===== src/rtl/seq_multiplier.sv =====
// Iterative shift-add multiplier: one partial product per clock, product is 2*WIDTH bits.
// Latency: start accepted at edge k -> done (and p) after edge k+WIDTH; one result per WIDTH+1 cycles.
// Backpressure: start is ignored while busy; a back-to-back start is accepted in the done cycle.
// Optional build macro SEQ_MUL_SIGNED_EN: two's-complement operands and a signed product.
module seq_multiplier #(
    parameter int WIDTH = 8
) (
    input  logic                 clk,
    input  logic                 rst,
    input  logic                 start,
    input  logic [WIDTH-1:0]     a,
    input  logic [WIDTH-1:0]     b,
    output logic                 busy,
    output logic                 done,
    output logic [2*WIDTH-1:0]   p
);

    localparam int CW = $clog2(WIDTH + 1);

    typedef enum logic [1:0] {
        IDLE = 2'd0,
        CALC = 2'd1,
        FIN  = 2'd2
    } state_t;

    state_t               state;
    state_t               state_nxt;
    logic [WIDTH-1:0]     mcand;
    logic [WIDTH-1:0]     mplier;
    logic [2*WIDTH-1:0]   acc;
    logic [CW-1:0]        cnt;
    logic                 accept;
    logic                 last;
    logic [2*WIDTH-1:0]   addend;
    logic [2*WIDTH-1:0]   acc_sum;
    logic [2*WIDTH-1:0]   result;
    logic [WIDTH-1:0]     cap_a;
    logic [WIDTH-1:0]     cap_b;

`ifdef SEQ_MUL_SIGNED_EN
    logic                 neg;
    // Operands are stored as magnitudes; |-2^(W-1)| = 2^(W-1) still fits in WIDTH unsigned bits.
    assign cap_a  = a[WIDTH-1] ? (~a + {{(WIDTH-1){1'b0}}, 1'b1}) : a;
    assign cap_b  = b[WIDTH-1] ? (~b + {{(WIDTH-1){1'b0}}, 1'b1}) : b;
    assign result = neg ? (~acc_sum + {{(2*WIDTH-1){1'b0}}, 1'b1}) : acc_sum;
`else
    assign cap_a  = a;
    assign cap_b  = b;
    assign result = acc_sum;
`endif

    // Partial product for the current iteration and the running sum it produces.
    assign last    = (cnt == CW'(WIDTH - 1));
    assign addend  = mplier[0] ? ({{WIDTH{1'b0}}, mcand} << cnt) : '0;
    assign acc_sum = acc + addend;

    // State register.
    always_ff @(posedge clk) begin
        if (rst) begin
            state <= IDLE;
        end else begin
            state <= state_nxt;
        end
    end

    // Next-state logic and state-decoded handshake outputs.
    always_comb begin
        state_nxt = state;
        busy      = 1'b0;
        done      = 1'b0;
        accept    = 1'b0;
        case (state)
            IDLE: begin
                if (start) begin
                    accept    = 1'b1;
                    state_nxt = CALC;
                end
            end
            CALC: begin
                busy = 1'b1;
                if (last) begin
                    state_nxt = FIN;
                end
            end
            FIN: begin
                done = 1'b1;
                if (start) begin
                    accept    = 1'b1;
                    state_nxt = CALC;
                end else begin
                    state_nxt = IDLE;
                end
            end
            default: begin
                state_nxt = IDLE;
            end
        endcase
    end

    // Datapath: capture operands on accept, iterate in CALC, publish p on the final iteration.
    always_ff @(posedge clk) begin
        if (rst) begin
            mcand  <= '0;
            mplier <= '0;
            acc    <= '0;
            cnt    <= '0;
            p      <= '0;
`ifdef SEQ_MUL_SIGNED_EN
            neg    <= 1'b0;
`endif
        end else if (accept) begin
            mcand  <= cap_a;
            mplier <= cap_b;
            acc    <= '0;
            cnt    <= '0;
`ifdef SEQ_MUL_SIGNED_EN
            neg    <= a[WIDTH-1] ^ b[WIDTH-1];
`endif
        end else if (state == CALC) begin
            acc    <= acc_sum;
            mplier <= mplier >> 1;
            if (last) begin
                // Counter clears instead of wrapping so it is ready for the next operation.
                cnt <= '0;
                p   <= result;
            end else begin
                cnt <= cnt + CW'(1);
            end
        end
    end

endmodule

===== config.mk =====
export PLATFORM = sky130hd
export DESIGN_NAME = seq_multiplier
export DESIGN_NICKNAME = d
export VERILOG_FILES = /design/src/rtl/seq_multiplier.sv
export SDC_FILE = /design/constraint.sdc
export NUM_CORES = 1
export LEC_CHECK = 0
export ABC_AREA = 0
export CAP_MARGIN = 10
export CORE_ASPECT_RATIO = 0.5
export CORE_MARGIN = 2
export CORE_UTILIZATION = 33
export DETAILED_ROUTE_END_ITERATION = 8
export GPL_TIMING_DRIVEN = 0
export RECOVER_POWER = 25
export SKIP_LAST_GASP = 1
export SYNTH_ARGS = -nofsm -noshare
export SYNTH_HDL_FRONTEND = slang
export SYNTH_SLANG_ARGS = --single-unit

===== constraint.sdc =====
create_clock -name clk -period 3.7 [get_ports clk]
set_input_delay 0.925 -clock clk [delete_from_list [all_inputs] [get_ports clk]]
set_output_delay 0.925 -clock clk [all_outputs]
set_load 0.01 [all_outputs]

# Word level (Yosys, flattened, before mapping)
# Index checks and enable logic that the tools add are counted.
word_totals:
  regBits: 54
  inputBits: 19
  out_inout_bits: 18
classes:
  add_sub_neg: 2
  eq_ne: 5
  n_shift: 1
  muxes: 12
  bitwise: 1
  n_reduce_logical: 6
op_table:
  columns: ["op", "count"]
  rows:
  - ["adder 16 bit", 1]
  - ["two-way mux 16 bit", 1]
  - ["two-way mux 8 bit", 2]
  - ["left shift 8 x 4 -> 16 bit", 1]
  - ["one-hot mux 2 bit (3 select lines)", 1]
  - ["two-way mux 1 bit", 5]
  - ["adder 4 x 1 -> 4 bit (second input constant)", 1]
  - ["== test 4 x 3 -> 1 bit (second input constant)", 1]
  - ["two-way mux 2 bit", 2]
  - ["two-way mux 4 bit", 1]
  - ["inequality test 2 bit (second input constant)", 2]
  - ["OR reduction 2 bit", 2]
  - ["AND reduction 3 bit", 1]
  - ["== test 2 x 1 -> 1 bit (second input constant)", 1]
  - ["== test 2 bit (second input constant)", 1]
  - ["logical NOT 2 bit", 1]
  - ["AND reduction 2 bit", 1]
  - ["nonzero test 2 bit", 1]
  - ["NOT 1 bit", 1]

# Logic depth before layout (Yosys ltp)
depth:
  depth_word: 5
  mapped_depth: 16
  mapped_depth_nobuf: 14

# Worst setup path before layout
# Ideal clock, no wire load.
synth_path:
  path_type: "register to register"
  start: "register cnt[1]"
  end: "register p[12]"
  arrival_ns: 3.057
  t_required_ns: 3.568
  slack_ns: 0.511
  path_stages_with_launch: 16
  n_path_buf: 2
  cell_sequence: "dfxtp_1 -> clkbuf_8 -> clkbuf_1 -> mux2i_1 -> a21oi_1 -> nand2_1 -> o21ai_0 -> nor2b_1 -> ha_1 -> a21o_1 -> a21oi_1 -> nand3_1 -> a41oi_2 -> mux2_2 -> o21ai_0 -> a21oi_1"
synth_via:
  elab_chain_cells: 3
  elab_cells_between_ends: 5
  cone_classes: "add/sub (1); eq/ne (1); shift (1); mux (1); reduce/logical (1)"
synth_rtl:
  columns: ["item", "line", "rtl"]
  rows:
  - ["start: declaration", "31", "logic [CW-1:0] cnt;"]
  - ["start signal: assignment", "127", "cnt <= cnt + CW'(1);"]
  - ["left shift 8 x 4 -> 16 bit", "54", "assign addend = mplier[0] ? ({{WIDTH{1'b0}}, mcand} << cnt) : '0;"]
  - ["two-way mux 16 bit", "54", null]
  - ["adder 16 bit", "55", "assign acc_sum = acc + addend;"]
  - ["end signal: assignment", "125", "p <= result;"]
  - ["end: declaration", "15", "output logic [2*WIDTH-1:0] p"]
# Several ways; a longest one is shown, not always the timed one.
# A chain may end at the register's enable or synchronous reset.

# Worst setup path after layout
# Same ends and word-level chain as after synthesis.

==> impl_metrics.tcl <==
set metrics [dict create \
    status "finished, final reports clean" \
    clk_pin_slew_worst_paths_ps 70 \
    start_util_pct 34.0 \
    drive_above_1_share_pct 7.91 \
    worst-path-max-fanout 18 \
    multi_input_area_um2 2020 \
    nNetsFinal 490 \
    area_delta_synth_final_pct 22.2 \
    hp-class "reg2reg" \
    numClockSinks 54 \
    power_frac_clock_pct 38.1 \
    wirelength_um 9250 \
    irDropWorstVdd_v 0.000183 \
    cts_inserted_buffers 5 \
    grt_usage_pct 18.6 \
    die-area_um2 10600 \
    grt_max_degree 19 \
    grt_pass1_vias 2855 \
    hold_buffers 0 \
    syn_area_per_cell_um2 7.81 \
    synthCells 411 \
    synth-edff-count 0 \
    swShare_pct 27.6 \
    cts_root_buf "clkbuf_16" \
    die_x_um 144 \
    fp.coreArea_um2 9450 \
    critPathCaptureType "flop" \
    worstSetupPathType "reg2reg" \
    timing.final.crit_share_pct 95.5 \
    n_antenna_cell 0 \
    num_rows 25 \
    first_iter_violations 295 \
    rsz0062_at_grt "no" \
    wire_per_inst_um 15.7 \
    combPwrFrac_pct 13.2 \
    hold_viol_final 0 \
    crit_required_ps 3870 \
    finalSetupViolations 0 \
    fillers 986 \
    drtPass1Iterations 4 \
    max_slew_margin_pct 39.4 \
    design_area_um2 3920 \
    gp_congestion 0.959 \
    dp_cells 582 \
    antenna_found_initial 0 \
    clockBufferDepth 2 \
    min_period_ps 3530 \
    min-delay-start "p[0]$_SDFFE_PP0P_" \
    async_flop_share_pct 0 \
    leakage_nw 1.50 \
    clk_latency_ps 300 \
    antenna_left 0 \
    synth_flop_cell "dfxtp_1" \
    p_per_area_nw_per_um2 322 \
    r2r_start "cnt[1]$_SDFFE_PP0P_" \
    arrival_ps 3700 \
    syn_nets 447 \
    drc 0 \
    startpoint "cnt[1]$_SDFFE_PP0P_" \
    register_area_um2 1080 \
    fmax_ghz 0.283 \
    synth_cell_types 52 \
    vias 3063 \
    die_h_um 73.8 \
    io_buffers 36 \
    tns_ps 0 \
    worst_pin_slew_ps 907 \
    cts_tree "done" \
    switching_power_w 0.000348 \
    place_area_um2 3740 \
    place_hpwl_um 6670 \
    p_seq_share_pct 48.7 \
    timing.hold.ws_ps 458 \
    maxCapViolCount 0 \
    via_per_inst 5.19 \
    grt_pass1_wl_um 15200 \
    synth-seq-cells 54 \
    critPathLaunchType "flop" \
    fin_worst_skew_ps 6.51 \
    intPower_w 0.000916 \
    synth.yosys.seq_area_share_pct 33.7 \
    ios 37 \
    final_cells 590 \
    htree_levels 2 \
    grt_overflow 0 \
    syn_area_um2 3210 \
    yosys_warnings 0 \
    drv_slew 0 \
]
[final timing paths]
kind                                            to  slack (ps)  depth (start not counted)
worst max register to register  p[12]$_SDFFE_PP0P_         170                         14
worst min-delay path             p[0]$_SDFFE_PP0P_         460                          2
worst min register to register   p[0]$_SDFFE_PP0P_         460                          2
worst max-delay path            p[12]$_SDFFE_PP0P_         170                         14
[per-stage QoR]
stage                     setup WS [ps]  power, W  util (%)
after global placement             -148  0.000790      39.6
final                               167   0.00126      41.5
after detailed placement           -144  0.000790      39.6
after CTS                          38.9   0.00127      41.1
after floorplan                     511  0.000728         -
after global routing               27.5   0.00132      41.5
[power by group through the flow]
stage / combinational (W) / sequential [W] / clock [W]
after global placement: 0.000162 / 0.000628 / 0
after floorplan: 0.000105 / 0.000623 / 0
after detailed placement: 0.000162 / 0.000628 / 0
final: 0.000167 / 0.000615 / 0.000482
after CTS: 0.000163 / 0.000615 / 0.000493
after global routing: 0.000187 / 0.000618 / 0.000512
[cells in the mapped netlist, types with 2 or more instances]
master	instances	area share (%)
a211oi_1	6	1.4
a21o_1	6	1.4
a21oi_1	42	6.5
a311oi_1	2	0.55
a31oi_1	4	0.78
a32oi_1	2	0.55
and2_1	6	1.2
buf_1	3	0.35
buf_2	3	0.47
clkbuf_1	14	1.6
dfxtp_1	54	34
ha_1	16	6.2
inv_1	8	0.93
mux2_2	6	2.1
mux2i_1	13	4.1
nand2_1	66	7.7
nand2b_1	5	0.97
nand3_1	13	2.0
nand3b_1	3	0.70
nand4_1	5	0.97
nor2_1	35	4.1
nor2b_1	10	1.9
nor3_1	12	1.9
nor3b_1	3	0.70
o2111ai_1	2	0.55
o211ai_1	4	0.93
o21a_1	4	0.93
o21ai_0	20	3.1
o22ai_1	9	1.8
or2_2	3	0.58
or4_1	2	0.47
xnor2_1	5	1.4
xor2_1	6	1.6
[registers in the layout (all words and copies together), names as in the netlist]
| name | flops |
|---|---|
| mplier | 8 |
| acc | 16 |
| state | 2 |
| mcand | 8 |
| p | 16 |
| cnt | 4 |
[per-layer routing]
metal	share of wire [%]	GRT usage (%)	vias up	wire, um
li1	-	-	1553	-
met1	53	28.7	1423	4860
met2	40	25.8	77	3680
met3	6.5	4.43	10	602
met4	1.2	3.92	0	108
met5	0	0	-	0
[cell families (layout without fill, tap and decap cells)]
kind of cell    Yosys count  after routing  share of synthesized area (%)
mux                      19             19                           6.15
compound gates          111            111                           21.6
buf+inv                  32             76                           4.52
simple gates            167            167                           24.2
flops                    54             54                           33.7
fa+ha+maj                17             17                           6.86
xor+xnor                 11             11                           3.00
[critical path, stage by stage (launching register included)]
cell	delay, ps
dfxtp_1	350
clkbuf_8	210
mux2_2	380
mux2i_2	210
nor2_1	60
a31oi_1	190
o22ai_1	140
and2_1	210
ha_2	330
a21o_1	220
and2_1	190
a41oi_4	230
mux2_2	380
o21ai_1	220
a21oi_1	90
[placed cells by master, fill, tap and decap left out, types with 9 or more instances in the layout]
cell type,synthesis,routed
a21oi_1,42,40
clkbuf_1,14,14
clkdlybuf4s50_1,0,19
dfxtp_1,54,54
dlygate4sd3_1,0,17
ha_1,16,15
mux2i_1,13,12
nand2_1,66,66
nand3_1,13,12
nor2_1,35,34
nor2b_1,10,10
nor3_1,12,12
o21ai_0,20,19
o22ai_1,9,9
[cell type report]
cell class	count	share of cell area [%]
Multi-Input combinational cell	325	51.4
Sequential cell	54	27.6
Timing Repair Buffer	37	9.38
Tap cell	135	4.30
Clock buffer	5	3.19
Buffer	22	2.81
Inverter	9	0.861
Clock inverter	3	0.478
[what timing repair did]
item | 4_1_cts | 5_1_grt
cloned | 0 | 0
buffers inserted | 0 | 1
pin swaps | 0 | 1
endpoints found under the setup margin | 2 | 5
resized for setup | 1 | 9
Note: power is estimated with default switching activity, not from simulation.
